[src/rtl/core_boot_sequencer.sv]
// Boot/run controller: packs an LE byte stream into 32-bit imem writes, then releases core reset.
// Latency: imem_we one cycle after the 4th byte of a word; core_resetn rises RST_HOLD cycles after the last write.
// Backpressure: s_ready only in LOAD/CHECK, gaps on s_valid stall; optional checksum word via BOOT_CHECKSUM_EN.
module core_boot_sequencer #(
    parameter int          ADDR_W    = 10,
    parameter logic [31:0] BASE_ADDR = 32'h0,
    parameter int          RST_HOLD  = 4
) (
    input  logic              clk,
    input  logic              reset,
    input  logic              load_start,
    input  logic [ADDR_W:0]   load_words,
    input  logic              s_valid,
    output logic              s_ready,
    input  logic [7:0]        s_data,
    input  logic              halt_req,
    output logic              imem_we,
    output logic [31:0]       imem_addr,
    output logic [31:0]       imem_wdata,
    output logic              core_resetn,
    output logic              running,
    output logic              err,
    output logic [31:0]       run_cycles
);

    typedef enum logic [2:0] {
        IDLE    = 3'd0,
        LOAD    = 3'd1,
`ifdef BOOT_CHECKSUM_EN
        CHECK   = 3'd5,
`endif
        RELEASE = 3'd2,
        RUN     = 3'd3,
        HALT    = 3'd4
    } state_t;

    localparam logic [ADDR_W:0] MAX_WORDS = {1'b1, {ADDR_W{1'b0}}};
    localparam int              HOLD_W    = (RST_HOLD > 1) ? $clog2(RST_HOLD) : 1;
    localparam logic [HOLD_W-1:0] HOLD_LAST = HOLD_W'(RST_HOLD - 1);

    state_t              state;
    logic [ADDR_W:0]     word_cnt;
    logic [ADDR_W:0]     words_q;
    logic [1:0]          byte_idx;
    logic [23:0]         pack;
    logic [HOLD_W-1:0]   hold_cnt;
`ifdef BOOT_CHECKSUM_EN
    logic [31:0]         csum;
`endif

    logic        byte_fire;
    logic [31:0] full_word;

    assign byte_fire = s_valid && s_ready;
    assign full_word = {s_data, pack};

    always_ff @(posedge clk or posedge reset) begin
        if (reset) begin
            state       <= IDLE;
            s_ready     <= 1'b0;
            imem_we     <= 1'b0;
            imem_addr   <= BASE_ADDR;
            imem_wdata  <= 32'h0;
            core_resetn <= 1'b0;
            running     <= 1'b0;
            err         <= 1'b0;
            run_cycles  <= 32'h0;
            word_cnt    <= '0;
            words_q     <= '0;
            byte_idx    <= 2'd0;
            pack        <= 24'h0;
            hold_cnt    <= '0;
`ifdef BOOT_CHECKSUM_EN
            csum        <= 32'h0;
`endif
        end else begin
            imem_we <= 1'b0;
            // Address steps past each written word, including the last one.
            if (imem_we) begin
                imem_addr <= imem_addr + 32'd4;
            end

            case (state)
                IDLE, HALT: begin
                    core_resetn <= 1'b0;
                    running     <= 1'b0;
                    s_ready     <= 1'b0;
                    if (load_start) begin
                        if (load_words > MAX_WORDS) begin
                            err <= 1'b1;
                        end else begin
                            err       <= 1'b0;
                            words_q   <= load_words;
                            word_cnt  <= '0;
                            byte_idx  <= 2'd0;
                            imem_addr <= BASE_ADDR;
`ifdef BOOT_CHECKSUM_EN
                            csum      <= 32'h0;
`endif
                            if (load_words == '0) begin
`ifdef BOOT_CHECKSUM_EN
                                state   <= CHECK;
                                s_ready <= 1'b1;
`else
                                state      <= RELEASE;
                                hold_cnt   <= '0;
                                run_cycles <= 32'h0;
`endif
                            end else begin
                                state   <= LOAD;
                                s_ready <= 1'b1;
                            end
                        end
                    end
                end

                LOAD: begin
                    if (byte_fire) begin
                        if (byte_idx != 2'd3) begin
                            case (byte_idx)
                                2'd0:    pack[7:0]   <= s_data;
                                2'd1:    pack[15:8]  <= s_data;
                                default: pack[23:16] <= s_data;
                            endcase
                            byte_idx <= byte_idx + 2'd1;
                        end else begin
                            imem_we    <= 1'b1;
                            imem_wdata <= full_word;
                            byte_idx   <= 2'd0;
                            word_cnt   <= word_cnt + 1'b1;
`ifdef BOOT_CHECKSUM_EN
                            csum       <= csum + full_word;
`endif
                            if (word_cnt == words_q - 1'b1) begin
                                s_ready <= 1'b0;
`ifdef BOOT_CHECKSUM_EN
                                state   <= CHECK;
`else
                                state      <= RELEASE;
                                hold_cnt   <= '0;
                                run_cycles <= 32'h0;
`endif
                            end
                        end
                    end
                end

`ifdef BOOT_CHECKSUM_EN
                CHECK: begin
                    // Ready drops for the last data write, then reopens for the checksum word.
                    s_ready <= 1'b1;
                    if (byte_fire) begin
                        if (byte_idx != 2'd3) begin
                            case (byte_idx)
                                2'd0:    pack[7:0]   <= s_data;
                                2'd1:    pack[15:8]  <= s_data;
                                default: pack[23:16] <= s_data;
                            endcase
                            byte_idx <= byte_idx + 2'd1;
                        end else begin
                            byte_idx <= 2'd0;
                            s_ready  <= 1'b0;
                            if (full_word == csum) begin
                                state      <= RELEASE;
                                hold_cnt   <= '0;
                                run_cycles <= 32'h0;
                            end else begin
                                err   <= 1'b1;
                                state <= IDLE;
                            end
                        end
                    end
                end
`endif

                RELEASE: begin
                    core_resetn <= 1'b0;
                    s_ready     <= 1'b0;
                    if (hold_cnt == HOLD_LAST) begin
                        state       <= RUN;
                        core_resetn <= 1'b1;
                        running     <= 1'b1;
                    end else begin
                        hold_cnt <= hold_cnt + 1'b1;
                    end
                end

                RUN: begin
                    // Halt edge does not count as a run cycle.
                    if (halt_req) begin
                        state       <= HALT;
                        core_resetn <= 1'b0;
                        running     <= 1'b0;
                    end else if (run_cycles != 32'hFFFF_FFFF) begin
                        run_cycles <= run_cycles + 32'd1;
                    end
                end

                default: begin
                    state       <= IDLE;
                    core_resetn <= 1'b0;
                    running     <= 1'b0;
                    s_ready     <= 1'b0;
                end
            endcase
        end
    end

endmodule

[config.mk]
export PLATFORM = sky130hd
export DESIGN_NAME = core_boot_sequencer
export DESIGN_NICKNAME = d
export VERILOG_FILES = /design/src/rtl/core_boot_sequencer.sv
export SDC_FILE = /design/constraint.sdc
export NUM_CORES = 1
export LEC_CHECK = 0
export ABC_CLOCK_PERIOD_IN_PS = 6650
export CORE_MARGIN = 4
export CORE_UTILIZATION = 45
export DETAILED_ROUTE_END_ITERATION = 16
export GPL_ROUTABILITY_DRIVEN = 0
export HOLD_SLACK_MARGIN = 0.02
export PLACE_DENSITY = 0.66
export SETUP_SLACK_MARGIN = 0.3
export SLEW_MARGIN = 20
export SYNTH_ARGS = -nofsm -noshare
export SYNTH_HDL_FRONTEND = slang
export SYNTH_SLANG_ARGS = --single-unit
export TNS_END_PERCENT = 50
[constraint.sdc]
create_clock -name clk -period 6.65 [get_ports clk]
set_input_delay 1.33 -clock clk [delete_from_list [all_inputs] [get_ports clk]]
set_output_delay 1.33 -clock clk [all_outputs]
set_load 0.02 [all_outputs]
## Yosys cells after proc, flatten, opt, wreduce, memory -nomap -nowiden

Cells that the tools add are included.

- Word-level logic and storage cells: 127
- Input port bits: 24
- Flip-flop bits (word level): 154
- Output and inout port bits: 101

- Add/sub/neg operators: 6
- Bitwise gates (word level): 5
- Multiplexer cells: 56
- Reductions and logical operators: 23
- Order comparisons: 1
- Eq/ne operators: 20

Operator list:

| operator | number |
|---|---|
| 32-bit two-way mux | 12 |
| 32-bit one-hot mux with 3 select lines | 1 |
| 11-bit two-way mux | 4 |
| 32-bit by 1-bit adder with 32-bit output, second input constant | 1 |
| 32-bit by 3-bit adder with 32-bit output, second input constant | 1 |
| 32-bit inequality test, second input constant | 1 |
| 2-bit two-way mux | 12 |
| 2-bit inequality test, second input constant | 12 |
| 11-bit one-hot mux with 2 select lines | 1 |
| 3-bit two-way mux | 7 |
| 4-bit AND reduction | 5 |
| 1-bit two-way mux | 13 |
| 3-bit one-hot mux with 4 select lines | 1 |
| 11-bit by 1-bit adder with 11-bit output, second input constant | 1 |
| 11-bit == test | 1 |
| 11-bit greater-than comparator, second input constant | 1 |
| 11-bit zero test | 1 |
| 11-bit by 1-bit subtractor with 11-bit output, second input constant | 1 |
| 1-bit one-hot mux with 3 select lines | 3 |
| 3-bit AND reduction | 3 |
| 9-bit AND reduction | 1 |
| 8-bit AND reduction | 1 |
| 7-bit AND reduction | 1 |
| 3-bit by 2-bit == test with 1-bit output, second input constant | 2 |
| 16 further kinds | 24 |

## Longest topological paths before layout

Gate-level depths: netlist of the first run.

- Word-level depth: 6
- Depth in mapped cells: 11
- Depth with buffers taken out: 9

## Worst setup path before layout of the first run

OpenSTA, ideal clock, no wires.

- Path type: input -> register
- Start: in load_words[6]
- End: reg run_cycles[3]
- Stages on the path: 7
- Path buffers: 1
- Data required time: 6572 ps
- Path slack: 3059 ps
- Data arrival time: 3513 ps
- Library setup time: 78 ps
- Cell sequence: or4_4 -> or4_4 -> o2bb2ai_2 -> a31o_4 -> buf_4 -> or4_1 -> a21oi_1

- Cells in the longest elaborated chain, start to end: 3
- Elaborated cells on any way between the ends: 5
- Classes of those cells: order compare: 1; eq/ne: 2; reduce/logical: 2

RTL lines:

| item | line | RTL |
|---|---|---|
| start, declared | 12 | `input logic [ADDR_W:0] load_words,` |
| 11-bit greater-than comparator or 11-bit zero test (tied branches) | 89, 100 |  |
| 2-bit inequality test (no line) | -- |  |
| 9-bit AND reduction (no line) (*) | -- |  |
| end signal, assigned | 195 | `run_cycles <= run_cycles + 32'd1;` |
| end, declared | 23 | `output logic [31:0] run_cycles` |

Every way passes the cells marked *; elsewhere a longest branch is shown, timed or not.
A chain may end at the register's enable or synchronous reset.

## Worst setup path in the final report of the first run

- Start: in load_words[0]
- End: reg run_cycles[30]

The elaborated chain is that of the path after synthesis.

==> summary.txt, run 1 <==
Setup path
  • Crit. End Element: flop
  • CP startpoint kind: primary input
  • CP required: 6950 ps
  • Critical Path AT: between 4000 and 5000 ps
  • Critical path class: in2reg
  • Reg2Reg Depth: 7
  • Reg2reg start: words_q[2]$_DFFE_PP0P_
  • Crit Reg-Reg Endpoint: state[0]$_DFFE_PP0P_
  • Crit-path max FO: 18
  • Reg2Reg Setup Slack: 3390 ps

Detailed routing
  • Antenna viol nets, final: 0
  • Wirelength per Cell: about 17 um
  • Via count: 5,687
  • Final WL: around 17,000 um
  • Vias per Instance: around 5.6
  • Drc violations: 0
  • DR pass1 iterations: 5
  • Initial DRC count: 338

Clock tree
  • CTS resizes: 0
  • CTS buffer count: 17
  • Setup Fix Bufs, Post-CTS: 0
  • Clock Tree Root: clkbuf_16
  • Post-CTS Hold Buffers: 0
  • CTS tree: done
  • CTS clk-pin slew, worst paths: 60 ps
  • H-tree Lvls: 4
  • Clk buf depth: 2
  • Skew-Pair Late Insertion Delay: roughly 420 ps
  • CTS sink count: 152

STA
  • Final Cycle Share: 63.0%
  • Slew @ Worst Pin: 974 ps
  • Crit path time final: 4190 ps
  • Final setup viols: 0
  • Final hold viol count: 0
  • Max-slew headroom: 35.1%
  • Max Clk Rate: 239 MHz
  • Max-slew violation count: 0
  • Final hold slack: a little under 500 ps
  • Worst Skew: 8.94 ps
  • Setup tns final: 0 ps
  • RSZ-0062 raised after global routing: false

Global route
  • First-pass GRT wire length: 28,100 um
  • Largest net degree at the start of global routing: 113
  • GR Overflow Total: 0
  • Number of global-route vias before repair: between 5,000 and 6,000
  • Gr usage total: 19.0%
  • Initial antenna violation count: 0

Floorplanning
  • Chip Height: roughly 140 um
  • Core Rows: 46
  • Die W: between 100 and 150 um
  • Full die area: 0.0184 mm^2
  • I/O pins: 125
  • Core ar.: 0.0159 mm^2
  • Starting Density: 46.1%

Logic synthesis
  • Yosys reg bits: 152
  • Top_reg_cell synth: dfrtp_1
  • Sequential fraction of the synthesis area: 52.0%
  • Yosys warns: 0
  • Async SR Flop Fraction: 100%
  • Synth cell types: 55
  • Post-Syn Area: ~0.0073 mm^2
  • Mean Syn Cell Area: 10.7 um^2
  • Post-Synthesis Cells: 682
  • Number of synthesized flops with an enable pin: 0

Power
  • Leak pwr: 4.00 nW
  • Worst VDD drop: approximately 0.00021 V
  • P per Cell Area: 330 mW/mm^2

Hold path
  • Worst hold start: pack[16]$_DFFE_PP0P_
  • Worst Hold Path Cells: 1
  • Hold EP: pack[16]$_DFFE_PP0P_
  • Hold crit path type: reg2reg

Run status
  • Status: complete, no violations

Final layout
  • NumNets Final: 827
  • Commonest non-fill, non-tap cells in the layout: dfrtp_1 (152), clkdlybuf4s50_1 (122), mux2_2 (57), nor2_1 (49), a21oi_1 (42)
  • Area of the multi-input gates: roughly 0.0033 mm^2
  • Share of layout cells above drive strength 1: 12.9%
  • Most common cell after layout, fill and taps aside: dfrtp_1
  • Fin cells: 1,024
  • Layout area overhead: 27.2%
  • # fillers: 1,353
  • Design Area, Final: 0.00931 mm^2
  • ANT cells: 0
  • FF+latch area: 0.00380 mm^2

Place
  • Hpwl dp: 11,500 um
  • Post-Place Cells: 990
  • Post-placement cell area: roughly 0.0087 mm^2
  • # port buffers: 122

Run
  • Max-cap viol count: 0
==> sequential cells by signal, summed over array words and instances, names as in the netlist <==
register,count
word_cnt,11
imem_addr,30
pack,24
s_ready,1
state,3
err,1
imem_wdata,32
hold_cnt,2
imem_we,1
running,1
core_resetn,1
words_q,11
run_cycles,32
byte_idx,2
==> synth_stat cells (2+ instances only) <==
cell type	number	area share (%)
a31oi_1	2	0.17
nor2_1	49	2.5
a211o_1	2	0.24
buf_1	4	0.21
mux2i_1	2	0.27
nand3_1	30	2.1
and3_1	21	1.8
nor4_1	4	0.34
mux2_1	10	1.5
o211a_1	2	0.27
ha_1	8	1.4
and4_1	6	0.72
nand3b_1	2	0.21
inv_1	12	0.62
xor2_1	24	2.9
a2111oi_0	2	0.24
or4_1	15	1.5
o21ai_0	31	2.1
o21bai_1	3	0.31
clkbuf_1	23	1.2
and2_1	5	0.43
dfrtp_1	152	52
o21ai_1	3	0.21
o31ai_1	17	1.7
or4_4	2	0.31
or3_1	29	2.5
a21oi_1	42	2.9
nor3_1	12	0.82
buf_4	4	0.41
buf_2	2	0.14
nor2b_1	2	0.17
nand2b_1	2	0.17
mux2_2	57	8.8
nand2_1	38	1.9
o21a_1	2	0.21
nand4_1	23	2.0
xnor2_1	20	2.4
==> layer usage <==
| layer | track usage, % | part of all wire, % |
|---|---|---|
| met4 | 4.82 | 0.84 |
| met5 | 0 | 0 |
| met3 | 6.95 | 6.6 |
| met2 | 30.0 | 48 |
| met1 | 24.9 | 45 |
==> power breakdown <==
group | leakage (nW) | total [W] | switching, W | internal, W
Clock | 0.283 | 0.000945 | 0.000408 | 0.000537
Combinational | 1.65 | 0.000848 | 0.000477 | 0.000371
Sequential | 2.08 | 0.00128 | 0.000188 | 0.00109
Total | 4.00 | 0.00307 | 0.00107 | 0.00200
==> worst max path at each step <==
stage | start | to | slack, ps | depth (start not counted)
2_1_floorplan | reset | byte_idx[0]$_DFFE_PP0P_ | 1230 | 1
3_3_place_gp | load_words[0] | run_cycles[24]$_DFFE_PP0P_ | 2030 | 7
3_5_place_dp | load_words[0] | run_cycles[8]$_DFFE_PP0P_ | 1870 | 7
4_1_cts | load_words[0] | run_cycles[8]$_DFFE_PP0P_ | 2340 | 7
5_1_grt | load_words[0] | run_cycles[26]$_DFFE_PP0P_ | 2370 | 8
6_report | load_words[0] | run_cycles[30]$_DFFE_PP0P_ | 2460 | 8
==> area by class of cell <==
class	instances	area share, %
Multi-Input combinational cell	485	35.8
Clock inverter	13	1.45
Inverter	12	0.564
Tap cell	216	2.90
Timing Repair Buffer	127	13.7
Sequential cell	152	40.8
Clock buffer	19	4.76
==> stage by stage <==
| stage | power [W] | util, % | setup WS [ps] |
|---|---|---|---|
| detailed placement | 0.00213 | 54.8 | 1870 |
| floorplan | 0.00185 | - | 1230 |
| global route | 0.00325 | 58.6 | 2370 |
| global placement | 0.00209 | 54.8 | 2030 |
| CTS | 0.00309 | 58.4 | 2340 |
| finish | 0.00307 | 58.6 | 2460 |
==> logic make-up after synthesis <==
kind of cell / after synthesis / share of synthesized area, %
buf+inv: 46 / 2.70
simple gates: 246 / 18.2
fa+ha+maj: 8 / 1.37
flops: 152 / 52.0
mux: 69 / 10.6
compound gates: 116 / 9.91
other cells: 1 / 0.0512
xor+xnor: 44 / 5.26
==> critical path, stage by stage <==
cell and delay, ps:
clkdlybuf4s50_1 420, or4_1 630, or4_4 490, o2bb2ai_2 180, a31oi_4 450, and2_1 670, buf_6 250, a21oi_1 60
Note: power is estimated with default switching activity, not from simulation.
==> run 2: changes to the inputs <==
--- a/config.mk
+++ b/config.mk
@@ -5,7 +5,7 @@
 export SDC_FILE = /design/constraint.sdc
 export NUM_CORES = 1
 export LEC_CHECK = 0
-export ABC_CLOCK_PERIOD_IN_PS = 6650
+export ABC_CLOCK_PERIOD_IN_PS = 4300
 export CORE_MARGIN = 4
 export CORE_UTILIZATION = 45
 export DETAILED_ROUTE_END_ITERATION = 16
==> constraint.sdc (replaced) <==
create_clock -name clk -period 4.3 [get_ports clk]
set_input_delay 0.86 -clock clk [delete_from_list [all_inputs] [get_ports clk]]
set_output_delay 0.86 -clock clk [all_outputs]
set_load 0.02 [all_outputs]
==> summary.txt, run 2 (same netlist as run 1, synthesis figures left out) <==
Global route
  • Gr usage total: 19.4% (was 19.0%)
  • GR Overflow Total: 0 (unchanged)
  • Number of global-route vias before repair: 5,706 (was 5,677)
  • Largest net degree at the start of global routing: 153 (was 113)
  • Initial antenna violation count: 0 (unchanged)
  • First-pass GRT wire length: 28,700 um (was 28,100 um)

Hold path
  • Hold crit path type: reg2reg (unchanged)

Detailed routing
  • DR pass1 iterations: 5 (unchanged)
  • Vias per Instance: 5.56 (was 5.55)
  • Initial DRC count: 317 (was 338)
  • Antenna viol nets, final: 0 (unchanged)
  • Via count: 5,708 (was 5,687)
  • Wirelength per Cell: 16.7 um (was 16.6 um)
  • Final WL: 17,100 um (was 17,000 um)
  • Drc violations: 0 (unchanged)

Place
  • Hpwl dp: 11,600 um (was 11,500 um)
  • # port buffers: 122 (unchanged)

STA
  • Crit path time final: 3480 ps
  • RSZ-0062 raised after global routing: false (unchanged)
  • Final Cycle Share: 81.0%
  • Max Clk Rate: 287 MHz
  • Worst Skew: 8.52 ps (was 8.94 ps)
  • Final hold slack: 487 ps (was 491 ps)
  • Slew @ Worst Pin: 981 ps (was 974 ps)
  • Final hold viol count: 0 (unchanged)
  • Setup tns final: 0 ps (unchanged)
  • Max-slew headroom: 34.6% (was 35.1%)
  • Max-slew violation count: 0 (unchanged)
  • Final setup viols: 0 (unchanged)

Power
  • Leak pwr: 4.01 nW (was 4.00 nW)
  • Worst VDD drop: 0.000365 V (was 0.000208 V)
  • P per Cell Area: 507 mW/mm^2 (was 330 mW/mm^2)

Floorplanning
  • Core ar.: 0.0159 mm^2 (unchanged)
  • Starting Density: 46.1% (unchanged)
  • Chip Height: 136 um (unchanged)
  • Full die area: 0.0184 mm^2 (unchanged)
  • Core Rows: 46 (unchanged)
  • I/O pins: 125 (unchanged)
  • Die W: 136 um (unchanged)

Clock tree
  • Setup Fix Bufs, Post-CTS: 0 (unchanged)
  • H-tree Lvls: 4 (unchanged)
  • Post-CTS Hold Buffers: 0 (unchanged)
  • CTS resizes: 0 (unchanged)
  • Clock Tree Root: clkbuf_16 (unchanged)
  • CTS sink count: 152 (unchanged)
  • CTS clk-pin slew, worst paths: 60 ps (about the same)
  • CTS tree: done (unchanged)
  • Skew-Pair Late Insertion Delay: 430 ps (was 420 ps)
  • Clk buf depth: 2 (unchanged)
  • CTS buffer count: 17 (unchanged)

Final layout
  • Commonest non-fill, non-tap cells in the layout: dfrtp_1 (152), clkdlybuf4s50_1 (122), mux2_2 (57), nor2_1 (49), a21oi_1 (42) (unchanged)
  • NumNets Final: 830 (was 827)
  • Most common cell after layout, fill and taps aside: dfrtp_1 (unchanged)
  • # fillers: 1,344 (was 1,353)
  • Layout area overhead: 27.3% (was 27.2%)
  • ANT cells: 0 (unchanged)
  • Regs by FF count: imem_wdata (32), run_cycles (32), imem_addr (30) (unchanged)
  • Share of layout cells above drive strength 1: 13.3% (was 12.9%)

Setup path
  • Critical Path Start: s_valid (was load_words[0])
  • Crit. End Element: flop (unchanged)
  • CP required: 4650 ps (was 6950 ps)
  • CP startpoint kind: primary input (unchanged)
  • Critical path destination: run_cycles[31]$_DFFE_PP0P_ (was run_cycles[30]$_DFFE_PP0P_)
  • Critical Path AT: 3830 ps (was 4490 ps)
  • Critical path class: in2reg (unchanged)
  • Crit Reg-Reg Endpoint: state[0]$_DFFE_PP0P_ (unchanged)
  • Reg2Reg Depth: 7 (unchanged)
  • Reg2Reg Setup Slack: 950 ps (was 3390 ps)
  • Crit-path max FO: 63 (was 18)
  • Reg2reg start: words_q[2]$_DFFE_PP0P_ (unchanged)

Run status
  • Status: complete, no violations (unchanged)

Run
  • Max-cap viol count: 0 (unchanged)
==> run 2: changes by cell type in the layout (fill, tap and decap cells not counted), sizes merged <==
cell	change
clkbuf	-2
clkinv	-1
bufinv	-1
inv	+3
buf	+3
clkinvlp	+1
==> run 2: area by class of cell <==
type	count	area [um^2]	share of cell area, %
repair buffers	130	1290	13.9
well taps	216	270	2.90
clock buffers	17	425	4.56
multi-input cells	485	3330	35.8
inverters	12	48.8	0.524
flip-flops and latches	152	3800	40.8
clock inverters	15	144	1.54
==> run 2: worst min-delay path by stage <==
stage / cells after the start / slack (ps) / startpoint / to
final: 2 / 490 / err$_DFFE_PP0P_ / err$_DFFE_PP0P_
after global routing: 1 / 500 / pack[23]$_DFFE_PP0P_ / pack[23]$_DFFE_PP0P_
after CTS: 2 / 490 / err$_DFFE_PP0P_ / err$_DFFE_PP0P_
after detailed placement: 1 / 480 / pack[23]$_DFFE_PP0P_ / pack[23]$_DFFE_PP0P_
after global placement: 1 / 470 / pack[19]$_DFFE_PP0P_ / pack[19]$_DFFE_PP0P_
after floorplan: 1 / 460 / pack[16]$_DFFE_PP0P_ / pack[16]$_DFFE_PP0P_
==> run 2: layer usage <==
layer | vias up | part of all wire [%] | track usage (%)
li1 | 2709 | - | -
met1 | 2838 | 45 | 26.0
met2 | 149 | 47 | 30.3
met3 | 12 | 6.2 | 6.65
met4 | 0 | 1.1 | 5.26
met5 | - | 0 | 0
==> run 2: worst max-delay path, stage by stage <==
cell             delay, ps
clkdlybuf4s50_1        560
nand3_1                130
or3_1                  370
a2111oi_0              340
o2111ai_1              220
o21a_2                 550
or4_1                  610
a21oi_1                150
==> run 2: through the flow <==
stage | total power, W | util (%) | setup WS [ps] | cells | instance area [um^2]
6_report | 0.00472 | 58.7 | 819 | 1027 | 9320
4_1_cts | 0.00477 | 58.7 | 832 | 1027 | 9320
5_1_grt | 0.00502 | 58.7 | 639 | 1027 | 9320
2_1_floorplan | 0.00286 | - | 1180 | 683 | 7330
3_5_place_dp | 0.00331 | 55.1 | 397 | 995 | 8750
3_3_place_gp | 0.00325 | 55.1 | 549 | 995 | 8750
==> run 2: power by group <==
part           internal (W)  switching, W  leakage, nW  total (W)
combinational      0.000577      0.000738         1.66    0.00131
sequential          0.00169      0.000291         2.08    0.00198
clock              0.000772      0.000658        0.282    0.00143
total               0.00304       0.00169         4.01    0.00472
